[config.mk]
export PLATFORM = sky130hd
export DESIGN_NAME = stack_ctrl
export DESIGN_NICKNAME = d
export VERILOG_FILES = /design/src/rtl/stack_pkg.sv /design/src/rtl/stack_ctrl.sv
export SDC_FILE = /design/constraint.sdc
export NUM_CORES = 1
export LEC_CHECK = 0
export BUFFER_PORTS_ARGS = -buffer_cell sky130_fd_sc_hd__buf_4
export CAP_MARGIN = 20
export CORE_AREA = 2 2 70 72
export CTS_CLUSTER_SIZE = 16
export DETAILED_ROUTE_END_ITERATION = 7
export DIE_AREA = 0 0 72 74
export SYNTH_ARGS = -nofsm -noshare
export SYNTH_HDL_FRONTEND = slang
export SYNTH_SLANG_ARGS = --single-unit
[constraint.sdc]
create_clock -name clock -period 3.1 [get_ports clock]
set_input_delay 0.465 -clock clock [delete_from_list [all_inputs] [get_ports clock]]
set_output_delay 0.465 -clock clock [all_outputs]
set_load 0.02 [all_outputs]
[src/rtl/stack_pkg.sv]
// Shared constants and enums for the operand-stack sequencer.
package stack_pkg;

    localparam int DATA_W = 8;
    localparam int SEL_W  = 3;

    typedef enum logic [2:0] {
        OP_NOP   = 3'd0,
        OP_PUSH  = 3'd1,
        OP_POP   = 3'd2,
        OP_DUP   = 3'd3,
        OP_SWAP  = 3'd4,
        OP_OVER  = 3'd5,
        OP_BINOP = 3'd6,
        OP_CLEAR = 3'd7
    } stack_op_e;

    typedef enum logic {
        ST_READY = 1'b0,
        ST_SWAP2 = 1'b1
    } stack_state_e;

endpackage

[src/rtl/stack_ctrl.sv]
// Operand-stack sequencer driving a 2-read/1-write register file.
// Define STACK_CTRL_GUARD_EN to squash illegal commands and report them on err.
module stack_ctrl #(
    parameter int DATA_W = stack_pkg::DATA_W,
    parameter int SEL_W  = stack_pkg::SEL_W
) (
    input  logic              clock,
    input  logic              reset_n,
    input  logic              cmd_valid,
    output logic              cmd_ready,
    input  logic [2:0]        cmd_op,
    input  logic [DATA_W-1:0] cmd_data,
    input  logic [DATA_W-1:0] alu_result,
    output logic [DATA_W-1:0] tos,
    output logic [DATA_W-1:0] nos,
    output logic [SEL_W:0]    depth,
    output logic              err,
    output logic [SEL_W-1:0]  re_sel_a,
    output logic [SEL_W-1:0]  re_sel_b,
    input  logic [DATA_W-1:0] re_data_a,
    input  logic [DATA_W-1:0] re_data_b,
    output logic [SEL_W-1:0]  wr_sel,
    output logic [DATA_W-1:0] wr_data,
    output logic              wr_en
);
    import stack_pkg::*;

    localparam logic [SEL_W:0] SP_FULL = {1'b1, {SEL_W{1'b0}}};
    localparam logic [SEL_W:0] SP_ONE  = (SEL_W+1)'(1);
    localparam logic [SEL_W:0] SP_TWO  = (SEL_W+1)'(2);

    stack_state_e      state_q, state_d;
    logic [SEL_W:0]    sp_q, sp_d;
    logic [DATA_W-1:0] swap_tmp_q, swap_tmp_d;
    logic [SEL_W-1:0]  sp_lo;
    logic              wr_raw;
    logic              exec;
    stack_op_e         op;

`ifdef STACK_CTRL_GUARD_EN
    logic err_q, err_d;
    logic legal;
`endif

    assign sp_lo     = sp_q[SEL_W-1:0];
    assign op        = stack_op_e'(cmd_op);
    assign re_sel_a  = sp_lo - SEL_W'(1);
    assign re_sel_b  = sp_lo - SEL_W'(2);
    assign tos       = re_data_a;
    assign nos       = re_data_b;
    assign depth     = sp_q;
    assign cmd_ready = (state_q == ST_READY);
    // A write must never reach the register file while reset is held.
    assign wr_en     = wr_raw & reset_n;

`ifdef STACK_CTRL_GUARD_EN
    assign err = err_q;

    always_comb begin
        legal = 1'b1;
        case (op)
            OP_PUSH:           legal = (sp_q < SP_FULL);
            OP_POP:            legal = (sp_q != '0);
            OP_DUP:            legal = (sp_q != '0) && (sp_q < SP_FULL);
            OP_SWAP, OP_BINOP: legal = (sp_q >= SP_TWO);
            OP_OVER:           legal = (sp_q >= SP_TWO) && (sp_q < SP_FULL);
            default:           legal = 1'b1;
        endcase
    end
`else
    assign err = 1'b0;
`endif

    always_comb begin
        state_d    = state_q;
        sp_d       = sp_q;
        swap_tmp_d = swap_tmp_q;
        wr_raw     = 1'b0;
        wr_sel     = sp_lo - SEL_W'(1);
        wr_data    = cmd_data;
        exec       = 1'b1;
`ifdef STACK_CTRL_GUARD_EN
        err_d      = err_q;
        exec       = legal;
`endif
        case (state_q)
            ST_READY: begin
                if (cmd_valid) begin
`ifdef STACK_CTRL_GUARD_EN
                    if (!legal) err_d = 1'b1;
`endif
                    if (exec) begin
                        case (op)
                            OP_PUSH: begin
                                wr_raw  = 1'b1;
                                wr_sel  = sp_lo;
                                wr_data = cmd_data;
                                sp_d    = sp_q + SP_ONE;
                            end
                            OP_POP: sp_d = sp_q - SP_ONE;
                            OP_DUP: begin
                                wr_raw  = 1'b1;
                                wr_sel  = sp_lo;
                                wr_data = re_data_a;
                                sp_d    = sp_q + SP_ONE;
                            end
                            OP_SWAP: begin
                                wr_raw     = 1'b1;
                                wr_sel     = sp_lo - SEL_W'(1);
                                wr_data    = re_data_b;
                                swap_tmp_d = re_data_a;
                                state_d    = ST_SWAP2;
                            end
                            OP_OVER: begin
                                wr_raw  = 1'b1;
                                wr_sel  = sp_lo;
                                wr_data = re_data_b;
                                sp_d    = sp_q + SP_ONE;
                            end
                            OP_BINOP: begin
                                wr_raw  = 1'b1;
                                wr_sel  = sp_lo - SEL_W'(2);
                                wr_data = alu_result;
                                sp_d    = sp_q - SP_ONE;
                            end
                            OP_CLEAR: begin
                                sp_d = '0;
`ifdef STACK_CTRL_GUARD_EN
                                err_d = 1'b0;
`endif
                            end
                            default: ;
                        endcase
                    end
                end
            end
            ST_SWAP2: begin
                // Old TOS, held since the first cycle, lands in the NOS slot.
                wr_raw  = 1'b1;
                wr_sel  = sp_lo - SEL_W'(2);
                wr_data = swap_tmp_q;
                state_d = ST_READY;
            end
            default: state_d = ST_READY;
        endcase
    end

    always_ff @(posedge clock) begin
        if (!reset_n) begin
            state_q    <= ST_READY;
            sp_q       <= '0;
            swap_tmp_q <= '0;
`ifdef STACK_CTRL_GUARD_EN
            err_q      <= 1'b0;
`endif
        end else begin
            state_q    <= state_d;
            sp_q       <= sp_d;
            swap_tmp_q <= swap_tmp_d;
`ifdef STACK_CTRL_GUARD_EN
            err_q      <= err_d;
`endif
        end
    end

endmodule

==> results.txt <==
half-perimeter wire length after placement: 2890 um
final worst-path cycle share: 79.2%
Antenna Violating Nets Remaining: 0
initial drt markers: 57
share of post-route cells with drive strength above 1: 36.8%
total of endpoints with negative setup slack in the final report: 0
buffers added on ports: 76
WHS Endpoint: swap_tmp_q[7]$_SDFFE_PN0P_
crit-path cells: buf_4 > and3b_1 > o21ai_1 > o221ai_1 > buf_4
Synth top area share: 20.6%
most used flip-flop cell after synthesis: dfxtp_1
slowest CP cell: o21ai_1
number of gates resized after CTS: 0
Clock Path Buffers: 2
post-synthesis cell type count: 39
CTS clock-pin slew for the worst setup and hold paths: 60 ps
area growth from synthesis to final layout: 39.5%
Synth area leader: dfxtp_1
Final Routed Wirelength: 3800 um
clock root cell: clkbuf_8
CP max stage delay: 560 ps
post-synth design cell area: 1270 sq um
DRC: 0
Worst Setup End Kind: primary output
TNS Setup: 0 ps
delay-heaviest family, CP: compound AO/OA/AOI/OAI gates
Inserted Clock Buffers: 3
number of max-slew violations in the final report: 0
placeable core area: 4600 sq um
via/cell ratio: 4.95
type of origin of the critical path: input pin
# fillers: 484
count of mapped cells out of synthesis: 167
Post-synth EDFFs: 0
floorplan die area: 5330 sq um
Post-Syn Area per Cell: 7.58 sq um
run status: complete, no violations
CTS tree: built
number of antenna repair diodes: 0
clock insertion delay at the later pin of the skew report: 240 ps
power density over cell area: 349 nW/um^2
initial standard-cell utilization of the core: 27.5%
critical path start-end classification: in2out
most frequently used cell type in the post-synthesis netlist: buf_4
WL per Instance: 13.9 um
number of vias after detailed routing: 1356
Util after Layout: 38.4%
capturing point of the worst reg2reg path: swap_tmp_q[4]$_SDFFE_PN0P_
FP Rows: 25
count of cells along the worst hold path: 3
hold path start: re_data_a[7]
clock tree sinks: 13
highest clock frequency the design can meet: 407 MHz
total global-route track usage: 14.7%
HP Class: in2reg
maximum fanout encountered on the critical timing path: 17
number of nets at the end of the flow: 263
worst setup slack for register-to-register paths: 1380 ps
Worst Path Buf+Inv: 2
pre-CTS setup slack: 614 ps
number of storage elements in the synthesis netlist: 13
fin worst setup slack: 645 ps
number of antenna violations at the first check in global routing: 0
largest net degree at the start of global routing: 18
static leakage power: 0.887 nW
worst clock skew: 1.87 ps
syn nets: 209
Hold Fails Final Rpt: 0
Worst Reg-to-Reg Cells: 4
weighted congestion reported at the end of routability-driven placement: 0.757
Required @ worst endpoint: 2630 ps
level count of the clock H-tree: 1
vias in the first global route: 1314
grt total ovfl: 0
top cells by area, synth: dfxtp_1, buf_4, mux2i_1, o221ai_1, a22o_1
worst flop-to-flop path startpoint: state_q$_SDFF_PP0_
largest vdd supply drop: 0.142 mV
Tightest Pin Transition: 627 ps
drt pass-1 iters: 4
Final Power: 0.617 mW
sequential-to-total area share from yosys stat: 20.6%
global-route wire length before repair: 6250 um
most frequent cell on the critical path: buf_4
Synthesis Warnings: 0
unrepaired setup endpoints after global routing: no
IO Count: 78
Crit path arrival time: 1990 ps
final worst path period need: 2450 ps
x dimension of the die: 72 um
Relative slew margins: 57.9%
Chip Height: 74 um
leading cell types by count after synthesis: buf_4, inv_1, nand2_1
max-cap violation count: 0
number of buffers inserted for hold repair after clock tree synthesis: 0
post-synthesis async set-or-reset flop share: 0%
count of buffers added by post-CTS timing repair for setup: 0
cell families (layout without fill, tap and decap cells):
kind of cell	Yosys count	in the layout	synth area share, %
other cells	1	1	0.296
compound gates	46	46	26.5
simple gates	46	46	18.4
mux	9	9	7.11
buf+inv	43	96	19.2
xor+xnor	5	5	3.46
flops	13	13	20.6
fa+ha+maj	4	4	4.55
worst max-delay path by stage:
stage | start | endpoint | slack, ps | cells after the start
5_1_grt | cmd_op[2] | wr_data[4] | 460 | 5
3_5_place_dp | cmd_op[2] | wr_data[7] | 610 | 5
6_report | cmd_op[2] | wr_data[7] | 650 | 5
2_1_floorplan | depth[0]$_SDFFE_PN0P_ | wr_sel[1] | 730 | 6
4_1_cts | cmd_op[2] | wr_data[7] | 600 | 5
3_3_place_gp | cmd_op[2] | wr_data[7] | 640 | 5
layout make-up:
cell class	instances	area [sq um]	area share (%)
clock buffers	4	45.0	2.55
flip-flops and latches	13	260	14.7
repair buffers	76	571	32.3
well taps	54	67.6	3.82
inverters	16	60.1	3.40
multi-input cells	111	763	43.2
through the flow:
| step | cells | instance area [sq um] | hold slack [ps] |
|---|---|---|---|
| final | 274 | 1770 | 474 |
| after global routing | 274 | 1770 | 494 |
| after CTS | 274 | 1770 | 476 |
| after detailed placement | 270 | 1720 | 484 |
| after global placement | 270 | 1720 | 477 |
| after floorplan | 167 | 1270 | 463 |
worst register-to-register path: stages, from the launching register on:
cell and delay (ps):
dfxtp_1 650, nor2b_1 150, nand3_1 480, mux2i_1 260, nor2_1 60
power by group:
part	leakage, nW	internal, mW	switching [mW]
registers	0.106	0.174	0.00956
logic	0.759	0.130	0.146
clock network	0.0228	0.0909	0.0661
total	0.887	0.395	0.222
metal layers:
metal  global-route usage [%]  part of all wire [%]  vias up
li1                         -                     -      678
met1                     20.1                    43      623
met2                     23.9                    49       53
met3                     2.03                   6.5        2
met4                     5.03                  0.90        0
met5                        0                     0        -
layout by cell type, fill, tap and decap left out, drive strengths merged, types with 2 or more instances in the layout:
| cell | synthesis | layout |
|---|---|---|
| buf | 24 | 76 |
| inv | 15 | 15 |
| nand2 | 14 | 14 |
| nor2 | 13 | 13 |
| dfxtp | 13 | 13 |
| o221ai | 9 | 9 |
| mux2i | 9 | 9 |
| a21oi | 8 | 8 |
| a22o | 8 | 8 |
| a22oi | 8 | 8 |
| o21ai | 6 | 6 |
| or3 | 4 | 4 |
| clkbuf | 3 | 4 |
| xor2 | 3 | 3 |
| a21o | 3 | 3 |
| ha | 3 | 3 |
| nor2b | 3 | 3 |
| xnor2 | 2 | 2 |
| nand3 | 2 | 2 |
| nor3 | 2 | 2 |
state kept, by name, summed over array words and instances, names as in the netlist:
register and cells:
depth 4, state_q 1, swap_tmp_q 8
Power figures use the tool's default switching activity.
